<file path="config.mk">
export PLATFORM = sky130hd
export DESIGN_NAME = regfile_mp_sb
export DESIGN_NICKNAME = d
export VERILOG_FILES = /design/src/rtl/regfile_pkg.sv /design/src/rtl/regfile_scoreboard.sv /design/src/rtl/regfile_mp_sb.sv
export SDC_FILE = /design/constraint.sdc
export NUM_CORES = 2
export LEC_CHECK = 0
export ABC_AREA = 1
export CAP_MARGIN = 10
export CORE_ASPECT_RATIO = 0.7
export CORE_MARGIN = 4
export CORE_UTILIZATION = 35
export CTS_BUF_LIST = sky130_fd_sc_hd__clkbuf_4
export CTS_CLUSTER_SIZE = 8
export DETAILED_ROUTE_END_ITERATION = 6
export PLACE_DENSITY_LB_ADDON = 0.08
export SYNTH_ARGS = -nofsm -noshare
export SYNTH_HDL_FRONTEND = slang
export SYNTH_HIERARCHICAL = 1
export SYNTH_SLANG_ARGS = --single-unit
</file>
<file path="constraint.sdc">
create_clock -name clk -period 5 [get_ports clk]
set_input_delay 1 -clock clk [delete_from_list [all_inputs] [get_ports clk]]
set_output_delay 1 -clock clk [all_outputs]
set_load 0.01 [all_outputs]
</file>
<file path="src/rtl/regfile_pkg.sv">
// Shared register-file types, constants and address helpers.
package regfile_pkg;

  localparam int unsigned REG_ADDR_W = 4;
  localparam int unsigned REG_WORD_W = 32;

  typedef logic [REG_ADDR_W-1:0] reg_addr_t;
  typedef logic [REG_WORD_W-1:0] reg_word_t;

  localparam int unsigned REG_ZERO = 0;

  // An address names real storage when it is non-zero and below num_regs.
  function automatic logic is_valid_reg(input logic [31:0] addr,
                                        input int unsigned num_regs);
    return (addr != 32'(REG_ZERO)) && (addr < num_regs);
  endfunction

endpackage

</file>
<file path="src/rtl/regfile_scoreboard.sv">
// Pending-bit scoreboard: reservation on issue, release on write-back,
// per-read-port hazard flags and a registered pending count.
module regfile_scoreboard
  import regfile_pkg::*;
#(
  parameter int unsigned ADDRESS_SIZE = 4,
  parameter int unsigned NUM_REGS     = 15,
  parameter int unsigned NUM_READ     = 3
) (
  input  logic                           clk,
  input  logic                           rst,
  input  logic [NUM_READ*ADDRESS_SIZE-1:0] src_addr,
  input  logic                           wb0_en,
  input  logic [ADDRESS_SIZE-1:0]        wb0_dest,
  input  logic                           wb1_en,
  input  logic [ADDRESS_SIZE-1:0]        wb1_dest,
  input  logic                           issue_en,
  input  logic [ADDRESS_SIZE-1:0]        issue_dest,
  output logic [NUM_READ-1:0]            hazard,
  output logic [ADDRESS_SIZE:0]          pending_cnt
);

  localparam int unsigned DEPTH = 1 << ADDRESS_SIZE;
  localparam int unsigned CNT_W = ADDRESS_SIZE + 1;

  logic [NUM_REGS-1:0] pending;
  logic [NUM_REGS-1:0] pending_nxt;
  logic [CNT_W-1:0]    cnt_nxt;
  logic [DEPTH-1:0]    pending_full;

  // Next pending vector (set beats clear) and its population count.
  always_comb begin
    pending_nxt = '0;
    cnt_nxt     = '0;
    for (int unsigned r = 1; r < NUM_REGS; r++) begin
      logic set_r;
      logic clr_r;
      set_r = issue_en && (issue_dest == ADDRESS_SIZE'(r));
      clr_r = (wb0_en && (wb0_dest == ADDRESS_SIZE'(r))) ||
              (wb1_en && (wb1_dest == ADDRESS_SIZE'(r)));
      pending_nxt[r] = (pending[r] && !clr_r) || set_r;
      cnt_nxt        = cnt_nxt + CNT_W'(pending_nxt[r]);
    end
  end

  // Pending bits and count; reset drops every reservation.
  always_ff @(posedge clk) begin
    if (rst) begin
      pending     <= '0;
      pending_cnt <= '0;
    end else begin
      pending     <= pending_nxt;
      pending_cnt <= cnt_nxt;
    end
  end

  // Zero-extend so every encodable address indexes a defined bit.
  assign pending_full = DEPTH'(pending);

  // Hazard per port: source reserved and not being completed this cycle.
  always_comb begin
    hazard = '0;
    for (int unsigned k = 0; k < NUM_READ; k++) begin
      logic [ADDRESS_SIZE-1:0] src;
      logic                    wr_hit;
      src    = src_addr[k*ADDRESS_SIZE +: ADDRESS_SIZE];
      wr_hit = (wb0_en && (wb0_dest == src)) || (wb1_en && (wb1_dest == src));
      hazard[k] = is_valid_reg(32'(src), NUM_REGS) && pending_full[src] && !wr_hit;
    end
  end

endmodule

</file>
<file path="src/rtl/regfile_mp_sb.sv">
// Multi-port register file with two prioritised write-back ports,
// same-cycle read bypass and an attached issue scoreboard.
module regfile_mp_sb
  import regfile_pkg::*;
#(
  parameter int unsigned WORD_SIZE    = 32,
  parameter int unsigned ADDRESS_SIZE = 4,
  parameter int unsigned NUM_REGS     = 15,
  parameter int unsigned NUM_READ     = 3
) (
  input  logic                             clk,
  input  logic                             rst,
  input  logic [NUM_READ*ADDRESS_SIZE-1:0] src_addr,
  output logic [NUM_READ*WORD_SIZE-1:0]    rd_data,
  output logic [NUM_READ-1:0]              hazard,
  input  logic                             wb0_en,
  input  logic                             wb1_en,
  input  logic [ADDRESS_SIZE-1:0]          wb0_dest,
  input  logic [ADDRESS_SIZE-1:0]          wb1_dest,
  input  logic [WORD_SIZE-1:0]             wb0_data,
  input  logic [WORD_SIZE-1:0]             wb1_data,
  input  logic                             issue_en,
  input  logic [ADDRESS_SIZE-1:0]          issue_dest,
  output logic [ADDRESS_SIZE:0]            pending_cnt
);

  logic [WORD_SIZE-1:0] regs [NUM_REGS];

  // Storage update: reset loads each register with its own index,
  // write port 1 wins when both ports target the same register.
  always_ff @(posedge clk) begin
    if (rst) begin
      for (int unsigned i = 0; i < NUM_REGS; i++) begin
        regs[i] <= WORD_SIZE'(i);
      end
    end else begin
      regs[0] <= '0;
      for (int unsigned i = 1; i < NUM_REGS; i++) begin
        if (wb1_en && (wb1_dest == ADDRESS_SIZE'(i))) begin
          regs[i] <= wb1_data;
        end else if (wb0_en && (wb0_dest == ADDRESS_SIZE'(i))) begin
          regs[i] <= wb0_data;
        end
      end
    end
  end

  // Read ports: zero for r0/unimplemented, then wb1, wb0, stored value.
  always_comb begin
    rd_data = '0;
    for (int unsigned k = 0; k < NUM_READ; k++) begin
      logic [ADDRESS_SIZE-1:0] src;
      src = src_addr[k*ADDRESS_SIZE +: ADDRESS_SIZE];
      if (!is_valid_reg(32'(src), NUM_REGS)) begin
        rd_data[k*WORD_SIZE +: WORD_SIZE] = '0;
      end else if (wb1_en && (wb1_dest == src)) begin
        rd_data[k*WORD_SIZE +: WORD_SIZE] = wb1_data;
      end else if (wb0_en && (wb0_dest == src)) begin
        rd_data[k*WORD_SIZE +: WORD_SIZE] = wb0_data;
      end else begin
        rd_data[k*WORD_SIZE +: WORD_SIZE] = regs[src];
      end
    end
  end

  regfile_scoreboard #(
    .ADDRESS_SIZE (ADDRESS_SIZE),
    .NUM_REGS     (NUM_REGS),
    .NUM_READ     (NUM_READ)
  ) u_scoreboard (
    .clk         (clk),
    .rst         (rst),
    .src_addr    (src_addr),
    .wb0_en      (wb0_en),
    .wb0_dest    (wb0_dest),
    .wb1_en      (wb1_en),
    .wb1_dest    (wb1_dest),
    .issue_en    (issue_en),
    .issue_dest  (issue_dest),
    .hazard      (hazard),
    .pending_cnt (pending_cnt)
  );

endmodule
</file>
==> impl_metrics.py <==
metrics = {
    "run_status": {
        "status": "complete, but fails checks",
        "violations": "design-rule violations",
    },
    "critical_path": {
        "critical_path_arrival_ps": 3880,
        "r2r_slack_ps": 640,
        "reg2reg_from": "u_scoreboard/pending[2]",
        "worst-setup-path-type": "input pin to primary output",
        "path_max_fanout": 26,
        "setup.worst_path.start": "wb1_dest[0]",
        "ff2ff_path_depth": 16,
        "r2r-end": "u_scoreboard/pending_cnt[2]",
        "cp-end-kind": "primary output",
        "required_ps": 4000,
        "cp-start-kind": "input pin",
    },
    "logic_synthesis": {
        "synthTopCellsByArea": "edfxtp_1, nand2_1, nand3_1",
        "synth_top_cell_by_area": "edfxtp_1",
        "synth_warnings": 6,
        "netlist_instances": 5557,
        "synth_nets": 5664,
        "ys_types": 40,
        "synth_top_area_share": 0.369,
        "yosysSeqAreaShare": 0.380,
        "async_reset_ff_frac": 0,
        "synth_edf_count": 448,
        "netlist_area_mm2": 0.0364,
        "syn_avg_cell_area_um2": 6.55,
        "ys_seq_elements": 467,
        "ys.flop_type": "edfxtp_1",
    },
    "hold_path": {
        "min_path_type": "input pin to flip-flop",
        "holdCritStartpoint": "rst",
        "hold_depth": 3,
        "hold-path-endpoint": "u_scoreboard/pending[1]",
    },
    "power_and_ir_drop": {
        "p_int_mw": 7.59,
        "comb_power_share": 0.267,
        "vdd_drop_max_uv": 178,
        "p_sw_frac": 0.363,
        "power_density_mw_per_mm2": 281,
        "power_switching_mw": 4.32,
        "pwr-share-seq": 0.402,
        "p_leak_nw": 18.8,
        "p_clk_frac": 0.330,
        "total_power_mw": 11.9,
    },
    "global_route": {
        "grt_max_degree": 88,
        "first_global_vias": 38897,
        "grt_usage": 0.366,
        "antenna_found_initial": 8,
        "grt.overflow.total": 0,
        "grt_first_pass_wirelength_mm": 291,
    },
    "sta": {
        "rsz0062_at_grt": "no",
        "max_freq_mhz": 205,
        "max_slew_margin": 0.150,
        "finalCritPeriodShare": 0.976,
        "slew_violations": 0,
        "finClkSkew_ps": 45.3,
        "hold_violations": 0,
        "worst_pin_slew_ps": 1270,
        "setup_viol": 0,
        "fin_crit_ps": 4880,
    },
    "cells_and_area": {
        "nets": 5793,
        "fin_area_mm2": 0.0423,
        "final_common_cell": "nand2_1",
        "drive_gt1_frac": 0.102,
        "syn_to_final_growth_pct": 16.3,
        "final_cell_mix": "nand2_1, nand3_1, edfxtp_1, inv_1, o21ai_0",
        "final_cells": 7125,
    },
    "clock_tree": {
        "clock_latency_ps": 1070,
        "cts_hold_buf": 0,
        "cts-buffers-inserted": 138,
        "tritoncts": "built",
        "cts.sinks": 467,
        "cts_buffer_depth": 3,
        "cts_max_level": 4,
        "cts-root-buf": "clkbuf_4",
        "clk_pin_slew_ps": 50,
    },
    "placed_design": {
        "globalplace.congestion": 0.918,
        "dpl.cell_count": 6896,
        "dp_hpwl_mm": 123,
        "placedInstanceArea_mm2": 0.0407,
        "port_buffers": 196,
    },
    "drt": {
        "wirelength_mm": 209,
        "vias": 43078,
        "dr.pass1.iters": 7,
        "drt-vias-per-instance": 6.05,
        "drt_iter0_drc": 6982,
        "ant_nets": 0,
        "drc": 2,
        "avgRoutedWirePerCell_um": 29.3,
    },
    "floorplanning": {
        "die_w_um": 394,
        "fp.dieArea_mm2": 0.109,
        "die_h_um": 278,
        "core-area_mm2": 0.103,
        "rows": 98,
        "io_pins": 197,
        "start_util": 0.355,
    },
    "flow_run": {
        "max_cap_viol_count": 0,
    },
}
==> logic make-up after synthesis <==
family                     Yosys count  synth area share
buffers and inverters              934             0.108
DFF                                467             0.380
adders and majority gates           14           0.00646
xor gates and xnor gates            10           0.00240
AOI/OAI and AO/OA                  996             0.152
and+or+nand+nor                   3136             0.351
==> through the flow <==
step	utilization	setup slack (ps)	hold slack [ps]	setup TNS, ps
6_report	0.413	121	544	0
5_1_grt	0.413	16.0	511	0
4_1_cts	0.413	163	411	0
3_5_place_dp	0.396	-631	635	-2240
3_3_place_gp	0.396	-656	653	-2370
2_1_floorplan	-	116	492	0
==> timing repair <==
item	in CTS	in global routing
setup endpoints to repair	0	2
buffers inserted	0	0
resized for setup	0	2
==> cells in the mapped netlist, drive strengths merged (4+ instances only) <==
master	number
clkbuf	179
nand2	2110
ha	6
nand4	4
nand3	668
edfxtp	448
a22oi	9
clkinv	12
a21oi	250
buf	271
nor2	339
o21ai	388
inv	472
xnor2	5
nor3	13
o211ai	49
fa	8
dfxtp	19
o22ai	296
xor2	5
==> final cells by class <==
type	count	area (um^2)
inverters	484	1840
clock inverters	20	133
fillers	10926	60300
repair buffers	439	4450
well taps	1350	1690
clock buffers	206	1550
multi-input cells	4156	18800
flip-flops and latches	467	13800
diodes	3	7.51
==> state kept, by name, indices dropped and copies added, names as in the netlist <==
signal	flops
regs	448
u_scoreboard/pending	14
u_scoreboard/pending_cnt	5
==> layer usage <==
| layer | part of all wire | track usage | vias to the layer above |
|---|---|---|---|
| li1 | - | - | 18706 |
| met4 | 0.044 | 0.156 | 6 |
| met1 | 0.41 | 0.513 | 20134 |
| met2 | 0.40 | 0.511 | 3658 |
| met3 | 0.15 | 0.120 | 574 |
| met5 | 0.00044 | 0.00392 | - |
==> worst max-delay path, stage by stage <==
cell and delay [ps]:
clkdlybuf4s50_1 570, buf_4 260, inv_2 160, nor2_1 60, nor3_1 170, nand2_1 80, nor2_2 230, inv_2 110
buf_12 170, a21oi_1 390, clkdlybuf4s50_1 640
==> how the worst max path moves through the flow <==
stage,endpoint,cells after the start,slack [ps]
floorplan,u_scoreboard/pending_cnt[2],19,120
global placement,u_scoreboard/pending_cnt[2],19,-660
detailed placement,u_scoreboard/pending_cnt[2],19,-630
CTS,rd_data[21],14,160
global route,rd_data[65],12,20
finish,rd_data[12],11,120
==> power groups by stage <==
stage / registers, mW / logic, mW / clock network, mW
2_1_floorplan: 4.82 / 1.63 / 0
3_3_place_gp: 4.87 / 3.06 / 0
3_5_place_dp: 4.87 / 3.06 / 0
4_1_cts: 4.78 / 3.07 / 3.94
5_1_grt: 4.82 / 3.37 / 4.14
6_report: 4.79 / 3.19 / 3.93
Power figures use the tool's default switching activity.
